--- config.mk ---
export PLATFORM = sky130hd
export DESIGN_NAME = calc_queue
export DESIGN_NICKNAME = d
export VERILOG_FILES = /design/src/rtl/calc_pkg.sv /design/src/rtl/calc_queue_mem.sv /design/src/rtl/calc_queue.sv
export SDC_FILE = /design/constraint.sdc
export NUM_CORES = 1
export LEC_CHECK = 0
export CAP_MARGIN = 20
export CORE_ASPECT_RATIO = 0.6
export CORE_MARGIN = 2
export CORE_UTILIZATION = 55
export CTS_BUF_LIST = sky130_fd_sc_hd__clkbuf_16
export DETAILED_ROUTE_END_ITERATION = 10
export GPL_TIMING_DRIVEN = 0
export PLACE_DENSITY = 0.77
export REMOVE_ABC_BUFFERS = 1
export SLEW_MARGIN = 40
export SYNTH_ARGS = -nofsm -noshare
export SYNTH_HDL_FRONTEND = slang
export SYNTH_SLANG_ARGS = --single-unit
--- constraint.sdc ---
create_clock -name clk -period 3.16 [get_ports clk]
set_input_delay 0.632 -clock clk [delete_from_list [all_inputs] [get_ports clk]]
set_output_delay 0.632 -clock clk [all_outputs]
set_load 0.02 [all_outputs]
--- src/rtl/calc_pkg.sv ---
// Shared definitions for the calculator operand queue: op codes, error codes,
// control FSM states and the default entry width.
package calc_pkg;

    localparam int CALC_DATA_W = 8;

    // Queue operation codes presented on queue_op.
    typedef enum logic [1:0] {
        Q_PUSH         = 2'b00,
        Q_SLEEP        = 2'b01,
        Q_GET_AND_PUSH = 2'b10,
        Q_POP          = 2'b11
    } queue_op_e;

    // Error codes reported on err_code.
    typedef enum logic [1:0] {
        ERR_NONE      = 2'b00,
        ERR_OVERFLOW  = 2'b01,
        ERR_UNDERFLOW = 2'b10,
        ERR_CALC      = 2'b11
    } err_code_e;

    // Control FSM states: RUN accepts ops, HALT freezes until reset.
    typedef enum logic {
        ST_RUN  = 1'b0,
        ST_HALT = 1'b1
    } state_e;

endpackage

--- src/rtl/calc_queue_mem.sv ---
// Operand storage: DEPTH x DATA_W register file, one synchronous write port
// and two asynchronous read ports (queue head and head+1).
module calc_queue_mem #(
    parameter int DEPTH  = 8,
    parameter int DATA_W = 8,
    parameter int AW     = $clog2(DEPTH)
) (
    input  logic              clk,
    input  logic              we,
    input  logic [AW-1:0]     waddr,
    input  logic [DATA_W-1:0] wdata,
    input  logic [AW-1:0]     raddr0,
    input  logic [AW-1:0]     raddr1,
    output logic [DATA_W-1:0] rdata0,
    output logic [DATA_W-1:0] rdata1
);

    logic [DATA_W-1:0] mem_r [DEPTH];

    // Write port; contents need no reset because validity is tracked by count.
    always_ff @(posedge clk) begin
        if (we) begin
            mem_r[waddr] <= wdata;
        end
    end

    assign rdata0 = mem_r[raddr0];
    assign rdata1 = mem_r[raddr1];

endmodule

--- src/rtl/calc_queue.sv ---
// Calculator operand queue: circular buffer with head/tail pointers and an
// occupancy counter, guarded by a RUN/HALT FSM that latches the first error.
// Optional feature: define CALC_QUEUE_WATERMARK_EN to add the hwm output
// (maximum occupancy since reset).
module calc_queue
    import calc_pkg::*;
#(
    parameter int DEPTH  = 8,
    parameter int DATA_W = CALC_DATA_W
) (
    input  logic                   clk,
    input  logic                   rst,
    input  logic [1:0]             queue_op,
    input  logic [DATA_W-1:0]      wr_data,
    input  logic                   calc_err,
    output logic [2*DATA_W-1:0]    operands,
    output logic [$clog2(DEPTH):0] count,
    output logic                   empty,
    output logic                   full,
    output logic                   err,
    output logic [1:0]             err_code
`ifdef CALC_QUEUE_WATERMARK_EN
    ,
    output logic [$clog2(DEPTH):0] hwm
`endif
);

    localparam int AW = $clog2(DEPTH);
    localparam int CW = AW + 1;
    localparam logic [CW-1:0] DEPTH_C = CW'(DEPTH);

    state_e            state_r, state_s;
    logic [AW-1:0]     head_r, head_s, tail_r, tail_s, head_nxt_s;
    logic [CW-1:0]     count_r, count_s;
    logic              empty_r, full_r, err_r, err_s;
    logic [1:0]        err_code_r, err_code_s;
    logic              we_s;
    logic [DATA_W-1:0] head_data_s, next_data_s;

    assign head_nxt_s = head_r + AW'(1);

    calc_queue_mem #(
        .DEPTH  (DEPTH),
        .DATA_W (DATA_W),
        .AW     (AW)
    ) u_mem (
        .clk    (clk),
        .we     (we_s),
        .waddr  (tail_r),
        .wdata  (wr_data),
        .raddr0 (head_r),
        .raddr1 (head_nxt_s),
        .rdata0 (head_data_s),
        .rdata1 (next_data_s)
    );

    // Next-state logic: calc_err outranks overflow/underflow; HALT freezes all.
    always_comb begin
        state_s    = state_r;
        head_s     = head_r;
        tail_s     = tail_r;
        count_s    = count_r;
        err_s      = err_r;
        err_code_s = err_code_r;
        we_s       = 1'b0;
        case (state_r)
            ST_RUN: begin
                if (calc_err) begin
                    state_s    = ST_HALT;
                    err_s      = 1'b1;
                    err_code_s = ERR_CALC;
                end else begin
                    case (queue_op)
                        Q_PUSH: begin
                            if (count_r < DEPTH_C) begin
                                we_s    = 1'b1;
                                tail_s  = tail_r + AW'(1);
                                count_s = count_r + CW'(1);
                            end else begin
                                state_s    = ST_HALT;
                                err_s      = 1'b1;
                                err_code_s = ERR_OVERFLOW;
                            end
                        end
                        Q_POP: begin
                            if (count_r >= CW'(1)) begin
                                head_s  = head_r + AW'(1);
                                count_s = count_r - CW'(1);
                            end else begin
                                state_s    = ST_HALT;
                                err_s      = 1'b1;
                                err_code_s = ERR_UNDERFLOW;
                            end
                        end
                        Q_GET_AND_PUSH: begin
                            // When full, tail equals head: the write lands on
                            // the entry being consumed, so this stays legal.
                            if (count_r >= CW'(2)) begin
                                head_s  = head_r + AW'(2);
                                we_s    = 1'b1;
                                tail_s  = tail_r + AW'(1);
                                count_s = count_r - CW'(1);
                            end else begin
                                state_s    = ST_HALT;
                                err_s      = 1'b1;
                                err_code_s = ERR_UNDERFLOW;
                            end
                        end
                        Q_SLEEP: begin
                            state_s = state_r;
                        end
                        default: begin
                            state_s = state_r;
                        end
                    endcase
                end
            end
            ST_HALT: begin
                err_s = 1'b1;
            end
            default: begin
                state_s = ST_HALT;
                err_s   = 1'b1;
            end
        endcase
    end

    // State, pointer, counter and status registers with synchronous reset.
    always_ff @(posedge clk) begin
        if (rst) begin
            state_r    <= ST_RUN;
            head_r     <= AW'(0);
            tail_r     <= AW'(0);
            count_r    <= CW'(0);
            empty_r    <= 1'b1;
            full_r     <= 1'b0;
            err_r      <= 1'b0;
            err_code_r <= ERR_NONE;
        end else begin
            state_r    <= state_s;
            head_r     <= head_s;
            tail_r     <= tail_s;
            count_r    <= count_s;
            empty_r    <= (count_s == CW'(0));
            full_r     <= (count_s == DEPTH_C);
            err_r      <= err_s;
            err_code_r <= err_code_s;
        end
    end

    // Operand read-out; each half is zero when its entry is not occupied.
    always_comb begin
        operands = {(2 * DATA_W){1'b0}};
        if (count_r >= CW'(1)) begin
            operands[DATA_W-1:0] = head_data_s;
        end else begin
            operands[DATA_W-1:0] = {DATA_W{1'b0}};
        end
        if (count_r >= CW'(2)) begin
            operands[2*DATA_W-1:DATA_W] = next_data_s;
        end else begin
            operands[2*DATA_W-1:DATA_W] = {DATA_W{1'b0}};
        end
    end

    assign count    = count_r;
    assign empty    = empty_r;
    assign full     = full_r;
    assign err      = err_r;
    assign err_code = err_code_r;

`ifdef CALC_QUEUE_WATERMARK_EN
    logic [CW-1:0] hwm_r;

    // Track the highest occupancy seen since reset, same latency as count.
    always_ff @(posedge clk) begin
        if (rst) begin
            hwm_r <= CW'(0);
        end else if (count_s > hwm_r) begin
            hwm_r <= count_s;
        end else begin
            hwm_r <= hwm_r;
        end
    end

    assign hwm = hwm_r;
`endif

endmodule

==> results.sh <==
export IMPL_grt_usage_pct=24.5
export IMPL_cts_num_sinks=83
export IMPL_postSynthCellCount=276
export IMPL_gp_congestion=0.785
export IMPL_leakagePower_nw=1.61
export IMPL_path_class="flop to primary output"
export IMPL_cts_max_path_buffers=2
export IMPL_initial_core_util_pct=55.9
export IMPL_dieArea_mm2=0.00802
export IMPL_viasPerCell=6.27
export IMPL_powerDensity_mw_per_mm2=506
export IMPL_num_rows=24
export IMPL_synth_area_per_cell_um2=14.5
export IMPL_synth_top_area_share_pct=47.9
export IMPL_critical_path_top_delay_family="buffers and inverters"
export IMPL_cts_htree_levels=3
export IMPL_max_slew_margin_pct=44.6
export IMPL_synth_distinct_cells=40
export IMPL_cts_tree="yes"
export IMPL_cp_slowest_cell="clkdlybuf4s50_1"
export IMPL_post_drt_wl_per_cell_um=22.0
export IMPL_crit_cells=7
export IMPL_path_buf_inv=3
export IMPL_fmaxAchievable_mhz=327
export IMPL_p_total_w=0.00245
export IMPL_placed_area_mm2=0.00447
export IMPL_num_antenna_cells=0
export IMPL_crit_required_ps=2530
export IMPL_overflow=0
export IMPL_cp_end_kind="primary output"
export IMPL_final_nets=333
export IMPL_die_y_um=70.2
export IMPL_yosysSeqAreaShare_pct=57.4
export IMPL_cap_violations=0
export IMPL_clkSlewWorstSetupHoldPaths_ps=60
export IMPL_hp_class="flop to flop"
export IMPL_synth_area_leaders="edfxtp_1 (48%), mux4_2 (18%), dfxtp_1 (9.5%), mux2i_1 (2.7%), nor2_1 (2.7%)"
export IMPL_maxSlewViolCount=0
export IMPL_io_buffers=37
export IMPL_hold_viol=0
export IMPL_max_vdd_ir_drop_uv=349
export IMPL_top_level_ports=38
export IMPL_setup_viol=0
export IMPL_final_util_pct=67.5
export IMPL_numCtsBuffers=9
export IMPL_drtPass1Iterations=4
export IMPL_fin_skew_ps=6.65
export IMPL_routed_wl_mm=9.01
export IMPL_netlist_area_mm2=0.00401
export IMPL_yosys_warnings=0
export IMPL_dp_hpwl_mm=5.75
export IMPL_dieWidth_um=114
export IMPL_status="complete, no violations"
export IMPL_insertion_delay_ps=330
export IMPL_synth_top_area_cell="edfxtp_1"
export IMPL_period_share_pct=96.9
export IMPL_grt_pass1_wl_mm=14.2
export IMPL_core_area_mm2=0.00718
export IMPL_min_period_ps=3060
export IMPL_worst_slew_pin_transition_ps=826
export IMPL_r2r_cells=4
export IMPL_syn_to_final_growth_pct=20.7
export IMPL_cp_max_fo=8
export IMPL_start_kind="flop"
export IMPL_grt_max_degree=18
export IMPL_ys_seq_elements=83
export IMPL_clock_tree_root_cell="clkbuf_16"
export IMPL_worstPathCellList="ha_4 -> buf_4 -> buf_12 -> mux4_2 -> nand2_1 -> a21oi_1 -> clkdlybuf4s50_1"
export IMPL_cp_arrival_ps=2430
export IMPL_max_stage_delay_ps=570
export IMPL_via_count=2571
export IMPL_drive_above_1_share_pct=24.8
export IMPL_grt_pass1_vias=2516
export IMPL_drtIter0Drc=258
export IMPL_drc_errors=0
export IMPL_antenna_found_initial=0
export IMPL_whs_path_depth=2
export IMPL_final_area_mm2=0.00484
export IMPL_postRouteAntennaNets=0
-- cell usage in the layout, fill, tap and decap left out, types with 2 or more instances in the layout --
| cell | instances |
|---|---|
| nor2b_1 | 2 |
| nor2_1 | 23 |
| nor3_4 | 2 |
| nand2_1 | 23 |
| dfxtp_2 | 3 |
| clkdlybuf4s50_1 | 32 |
| inv_1 | 6 |
| dlymetal6s2s_1 | 4 |
| and2_1 | 2 |
| o22a_1 | 2 |
| mux4_2 | 32 |
| buf_4 | 5 |
| a21oi_1 | 20 |
| dfxtp_1 | 15 |
| o21ai_0 | 2 |
| ha_1 | 5 |
| nand2b_1 | 6 |
| xnor2_1 | 4 |
| nor2_2 | 6 |
| clkinv_2 | 2 |
| nand3_1 | 2 |
| clkbuf_16 | 9 |
| mux2i_1 | 11 |
| inv_6 | 2 |
| or2_2 | 3 |
| nor3_1 | 4 |
| clkinvlp_4 | 2 |
| xor2_1 | 2 |
| edfxtp_1 | 64 |
-- Yosys cell counts --
cell       count
o22ai_2        1
a31oi_1        1
nor4_1         1
o31a_1         1
buf_6          2
nor2_1        29
a311oi_1       1
nor3_2         1
a21oi_1       20
or2_2          3
mux4_2        32
clkbuf_1       9
buf_1          1
dfxtp_1       19
ha_1           6
nor2b_1        2
o22a_1         2
a41o_1         1
nor4b_4        1
xor2_1         3
nand2_1       23
edfxtp_1      64
and2_1         2
o221a_2        1
or4_1          1
a2111oi_4      1
o21ai_0        2
mux2i_1       11
nor3_1         6
o2bb2ai_1      1
buf_2          4
nand3_1        2
inv_1          6
o221ai_1       1
a21bo_2        1
and4_1         1
and4b_1        1
xnor2_1        5
nand2b_1       6
or4b_2         1
-- layer usage --
| metal | track usage [%] | vias to the layer above | wire [um] |
|---|---|---|---|
| met1 | 36.5 | 1261 | 3900 |
| li1 | - | 1149 | - |
| met3 | 5.56 | 14 | 835 |
| met2 | 36.1 | 147 | 4150 |
| met5 | 0 | - | 0 |
| met4 | 7.99 | 0 | 118 |
-- registers in the layout, summed over array words and instances (netlist names), named ones only --
register	flops
empty	1
err	1
u_mem.mem_r	64
err_code	2
full	1
head_r	3
count	4
state_r	1
tail_r	3
-- power by group --
group	total, W	internal [W]	leakage, nW	switching [W]
sequential	0.00121	0.00119	0.733	0.0000201
clock	0.000960	0.000536	0.132	0.000424
combinational	0.000282	0.000133	0.743	0.000149
-- metrics by stage --
step | TNS [ps] | std cells | setup slack (ps) | hold slack, ps
2_1_floorplan | 0 | 260 | 266 | 485
3_3_place_gp | -21870 | 388 | -835 | 439
3_5_place_dp | -7580 | 388 | -256 | 451
4_1_cts | 0 | 410 | 6.01 | 460
5_1_grt | -3.71 | 410 | -3.71 | 471
6_report | 0 | 410 | 97.9 | 452
-- final timing paths --
| check | start | endpoint | slack, ps |
|---|---|---|---|
| max | head_r[1]$_SDFFE_PP0P_ | operands[14] | 100 |
| max reg2reg | count[3]$_SDFF_PP0_ | u_mem.mem_r[0][2]$_DFFE_PP_ | 430 |
| min reg2reg | err$_SDFFE_PP0P_ | err$_SDFFE_PP0P_ | 450 |
| min | err$_SDFFE_PP0P_ | err$_SDFFE_PP0P_ | 450 |
-- logic make-up (layout without fill, tap and decap cells) --
| group | after synthesis | after routing | synth area share (%) |
|---|---|---|---|
| AOI/OAI and AO/OA | 34 | 34 | 5.99 |
| xor gates and xnor gates | 8 | 8 | 1.75 |
| adders and majority gates | 6 | 6 | 1.87 |
| buffers and inverters | 22 | 65 | 2.56 |
| DFF | 83 | 83 | 57.4 |
| muxes | 43 | 43 | 20.7 |
| and+or+nand+nor | 80 | 80 | 9.79 |
-- worst register-to-register path: stages, from the launching register on --
cell and delay [ps]:
dfxtp_1 640, nor3_4 230, a2111oi_4 560, nand2b_1 250
nor3_2 680
-- cell type report --
type                            instances  area [um2]
Fill cell                             492        2330
Clock inverter                          7        51.3
Clock buffer                            9         225
Timing Repair Buffer                   43         437
Sequential cell                        83        2310
Multi-Input combinational cell        171        1690
Tap cell                               91         114
Inverter                                6        22.5
-- what timing repair did --
action,in CTS,in global routing
setup buffers,6,0
gates resized for setup,3,7
hold buffers,0,0
pin swaps,2,0
endpoints found under the setup margin,16,15
(Power assumes the default switching activity.)
